### config.mk
export PLATFORM = sky130hd
export DESIGN_NAME = mult_control
export DESIGN_NICKNAME = d
export VERILOG_FILES = /design/src/rtl/mult_pkg.sv /design/src/rtl/mult_iter_counter.sv /design/src/rtl/mult_control.sv
export SDC_FILE = /design/constraint.sdc
export NUM_CORES = 1
export LEC_CHECK = 0
export CORE_AREA = 2 2 39 41
export CTS_CLUSTER_SIZE = 10
export DETAILED_ROUTE_END_ITERATION = 6
export DIE_AREA = 0 0 41 43
export PLACE_DENSITY_LB_ADDON = 0.12
export REMOVE_ABC_BUFFERS = 1
export SLEW_MARGIN = 25
export SYNTH_ARGS = -nofsm -noshare
export SYNTH_HDL_FRONTEND = slang
export SYNTH_SLANG_ARGS = --single-unit
### constraint.sdc
create_clock -name clk -period 2.4 [get_ports clk]
set_input_delay 0.36 -clock clk [delete_from_list [all_inputs] [get_ports clk]]
set_output_delay 0.36 -clock clk [all_outputs]
set_load 0.02 [all_outputs]
### src/rtl/mult_pkg.sv
// Shared types and constants for the shift-add multiplier sequencer.
package mult_pkg;

  localparam int MULT_WIDTH = 32;

  // Product register write select
  localparam logic W_CTRL_LOAD = 1'b0;
  localparam logic W_CTRL_EXEC = 1'b1;

  typedef enum logic [1:0] {
    IDLE = 2'd0,
    LOAD = 2'd1,
    RUN  = 2'd2,
    DONE = 2'd3
  } mult_state_t;

  // Moore part of the control word (adding_ctrl is handled separately)
  typedef struct packed {
    logic w_ctrl;
    logic hold;
    logic rdy;
    logic busy;
  } mult_outs_t;

  // Control word for the state being entered; unknown encodings look like IDLE
  function automatic mult_outs_t state_outputs(input mult_state_t s);
    mult_outs_t o;
    case (s)
      IDLE:    o = '{w_ctrl: W_CTRL_EXEC, hold: 1'b1, rdy: 1'b0, busy: 1'b0};
      LOAD:    o = '{w_ctrl: W_CTRL_LOAD, hold: 1'b0, rdy: 1'b0, busy: 1'b1};
      RUN:     o = '{w_ctrl: W_CTRL_EXEC, hold: 1'b0, rdy: 1'b0, busy: 1'b1};
      DONE:    o = '{w_ctrl: W_CTRL_EXEC, hold: 1'b1, rdy: 1'b1, busy: 1'b0};
      default: o = '{w_ctrl: W_CTRL_EXEC, hold: 1'b1, rdy: 1'b0, busy: 1'b0};
    endcase
    return o;
  endfunction

endpackage

### src/rtl/mult_iter_counter.sv
// Iteration counter for the RUN phase; flags the final iteration.
module mult_iter_counter
  import mult_pkg::*;
#(
  parameter  int WIDTH = MULT_WIDTH,
  localparam int CNT_W = $clog2(WIDTH + 1)
) (
  input  logic             clk,
  input  logic             rst,
  input  logic             clr,
  input  logic             inc,
  output logic [CNT_W-1:0] count,
  output logic             last
);

  // Clear has priority so the count never passes WIDTH-1
  always_ff @(posedge clk) begin
    if (rst || clr) begin
      count <= '0;
    end else if (inc) begin
      count <= count + CNT_W'(1);
    end
  end

  assign last = (count == CNT_W'(WIDTH - 1));

endmodule

### src/rtl/mult_control.sv
// Sequencing FSM for the unsigned shift-add multiplier.
// Control outputs change on posedge so they are settled when the Product
// register samples them on negedge.
// Optional feature: define MULT_CTRL_PERF_EN to add the ops_done counter port.
module mult_control
  import mult_pkg::*;
#(
  parameter  int WIDTH = MULT_WIDTH,
  localparam int CNT_W = $clog2(WIDTH + 1)
) (
  input  logic             clk,
  input  logic             rst,
  input  logic             start,
  input  logic             lsb,
  output logic             w_ctrl_Product,
  output logic             adding_ctrl,
  output logic             prod_hold,
  output logic             rdy,
  output logic             busy,
  output logic [CNT_W-1:0] iter
`ifdef MULT_CTRL_PERF_EN
  ,
  output logic [31:0]      ops_done
`endif
);

  mult_state_t state_r;
  mult_outs_t  outs_r;
  logic        last_s;
  logic        cnt_inc_s;
  logic        cnt_clr_s;

  // Count only while running; restart from zero on the last iteration and
  // everywhere outside RUN so each launch starts clean
  assign cnt_inc_s = (state_r == RUN);
  assign cnt_clr_s = (state_r != RUN) || last_s;

  mult_iter_counter #(.WIDTH(WIDTH)) u_iter_counter (
    .clk   (clk),
    .rst   (rst),
    .clr   (cnt_clr_s),
    .inc   (cnt_inc_s),
    .count (iter),
    .last  (last_s)
  );

  // State register plus registered control word for the state being entered
  always_ff @(posedge clk) begin
    if (rst) begin
      state_r <= IDLE;
      outs_r  <= state_outputs(IDLE);
    end else begin
      case (state_r)
        IDLE: begin
          if (start) begin
            state_r <= LOAD;
            outs_r  <= state_outputs(LOAD);
          end
        end
        LOAD: begin
          state_r <= RUN;
          outs_r  <= state_outputs(RUN);
        end
        RUN: begin
          if (last_s) begin
            state_r <= DONE;
            outs_r  <= state_outputs(DONE);
          end
        end
        DONE: begin
          if (start) begin
            state_r <= LOAD;
            outs_r  <= state_outputs(LOAD);
          end
        end
        default: begin
          state_r <= IDLE;
          outs_r  <= state_outputs(IDLE);
        end
      endcase
    end
  end

`ifdef MULT_CTRL_PERF_EN
  // Completed-multiply count, bumped on every RUN->DONE transition
  always_ff @(posedge clk) begin
    if (rst) begin
      ops_done <= 32'd0;
    end else if ((state_r == RUN) && last_s) begin
      ops_done <= ops_done + 32'd1;
    end
  end
`endif

  assign w_ctrl_Product = outs_r.w_ctrl;
  assign prod_hold      = outs_r.hold;
  assign rdy            = outs_r.rdy;
  assign busy           = outs_r.busy;

  // Add decision follows the current Product LSB, only meaningful in RUN
  assign adding_ctrl = (state_r == RUN) ? lsb : 1'b0;

endmodule

==> results.md <==
- Post-synthesis async set-or-reset flop share: 0%
- Share of cells above drive strength 1: 9.46%
- Final period util: 87.8%
- Top-count cell post-synth: dfxtp_1
- Post-synth top cells: dfxtp_1 (12), nor2_1 (9), inv_1 (5)
- Gate Count Post-Synth: 57
- Cell Area, Synth: 541 um2
- Slew @ Worst Pin: ~0.25 ns
- Family with the most delay on the worst path: buffers and inverters
- Synth top area cells: dfxtp_1 (44%), ha_1 (9.3%), nor2_1 (6.3%)
- Worst vdd ir: around 350 uV
- Setup violators final: 0
- Placement Rows: 14
- Vias in the first global route: 405
- Layout Skew: 0.000396 ns
- Register area share after synthesis: 44.4%
- # Post-CTS Setup Buffers: 0
- Crit-path cells: inv_1 > ha_1 > and2_1 > clkdlybuf4s50_1
- Crit-path max cell delay: 0.61 ns
- Vias per inst: 4.94
- Clock transition at path regs: around 0.07 ns
- Initial antenna violation count: 0
- Worst Hold Launch: u_iter_counter.count[0]
- Hold_buf cts: 0
- Critical Path RT: around 2 ns
- Yosys top cell by area: dfxtp_1
- Ys Warns: 0
- CTS tree: built
- Routed via count: 445
- Layout fillers: 140
- CP max stage cell: clkdlybuf4s50_1
- Slew Viols, Final: 0
- Fmax: 0.474 GHz
- Crit start category: flop
- First drt pass iteration count: 4
- LEAKAGE: 0.289 nW
- H-tree depth: 1
- Final Util: 52.3%
- Crit path launch: state_r[0]
- Tightest Hold Check Type: flop to flop
- CTS Buf Count: 3
- Fin Setup TNS: 0 ns
- Total power after layout: between 0.0006 and 0.0007 W
- WP buf/inv: 2
- Avg WL per Cell: between 10 and 15 um
- Final min period: roughly 2.1 ns
- Crit path capture type: output port
- Num ports: 15
- Global route overflow: 0
- RR Startpoint: u_iter_counter.count[0]
- Max-cap violations: 0
- Cells after DPL: 87
- Overall Global Routing Usage: ~14%
- CP Class: flop to output port
- Layout area overhead: 33.8%
- Die Wd: 41 um
- Synthesized flop and latch total: 12
- First-pass GRT wire length: between 1.5 and 2 mm
- CP max FO: 6
- Worst-Skew Late Latency: 0.26 ns
- Most used DFF post-synth: dfxtp_1
- Initial DRC Count: 1
- Post-route DRC: 0
- Clock buffer depth: 2
- Antenna Nets Post-Route: 0
- Nets: 84
- Core Region: 1380 um2
- Routed WL: 1.03 mm
- Starting Density: around two fifths
- DIE AREA: around 1800 um2
- Final Hold Vio Count: 0
- Non-Filler Instances: 90
- Diode count: 0
- Post-cts repair resize count: 0
- Pin count of the biggest net entering global routing: 10
- Status: finished clean
- Final hold slack: 0.476 ns
- Post-synth EDFFs: 0
- I/O Buffers: 14
- RD Place Congestion: 0.612
- Arrival time at the worst endpoint: roughly 1.8 ns
- Final HPWL DP: 778 um
- Die H: 43 um
- Setup repair after global routing missed its margin: no
- Yosys cell types: 22
- Root Buffer: clkbuf_4
- Clock Sinks: 12
- Multi-input gate area: 282 um2
- Avg Cell Area, Syn: 9.48 um2
- Relative slew slack: 83.0%
- Yosys top cell area share: 44.4%
- Storage cell area: 240 um2
- PwrDens: 959 nW/um2
==> final cells by class <==
class,instances,share of cell area (%)
inverters,5,2.60
well taps,16,2.77
multi-input cells,40,38.9
clock buffers,3,3.11
flip-flops and latches,12,33.2
repair buffers,14,19.4
==> sequential cells by signal, indices dropped and copies added, names as in the netlist <==
register	cells
w_ctrl_Product	1
busy	1
prod_hold	1
u_iter_counter.count	6
state_r	2
rdy	1
==> stage by stage <==
stage	setup WS, ns	area, um2
final	0.292	723
after detailed placement	0.504	701
after CTS	0.268	723
after global placement	0.530	701
after global routing	0.186	723
after floorplan	0.811	541
==> worst register-to-register path, cell delays in order, from the launching register on <==
cell and delay [ns]:
dfxtp_1 0.38, ha_1 0.24, nand4_2 0.15, o21ai_4 0.26
a21boi_1 0.10, a311o_1 0.31
==> cells by family (layout without fill, tap and decap cells) <==
group	Yosys count	after routing	synth area share [%]
simple gates	21	21	19.0
flops	12	12	44.4
compound gates	11	11	17.4
buf+inv	5	22	3.47
fa+ha+maj	4	4	9.26
xor+xnor	4	4	6.48
==> power by group <==
group / leakage (nW) / internal (W) / switching [W]
sequential: 0.0983 / 0.000243 / 0.0000285
clock: 0.0138 / 0.0000580 / 0.0000607
combinational: 0.177 / 0.000139 / 0.000165
total: 0.289 / 0.000439 / 0.000254
==> routing by layer <==
metal	wire length, um	up-vias	global-route usage [%]
met3	62	2	3.14
met5	0	-	0
met1	494	199	17.5
met2	464	13	20.3
met4	9	0	10.0
li1	-	231	-
==> placed cells by master (no fill, tap or decap), drive strengths merged, types with 2 or more instances in the layout <==
master,n
o21ai,2
nand4,2
clkbuf,3
a21oi,3
nand2,4
dfxtp,12
nor2,9
ha,4
inv,5
clkdlybuf4s50,14
nand3,2
xnor2,2
xor2,2
nand2b,2
==> path summary, 6_finish.rpt <==
path | endpoint | slack (ns) | depth (start not counted)
max | adding_ctrl | 0.29 | 4
min | u_iter_counter.count[0] | 0.48 | 1
max reg2reg | prod_hold | 0.84 | 5
min reg2reg | u_iter_counter.count[0] | 0.48 | 1
No activity file was read; power rests on OpenSTA's default activity.
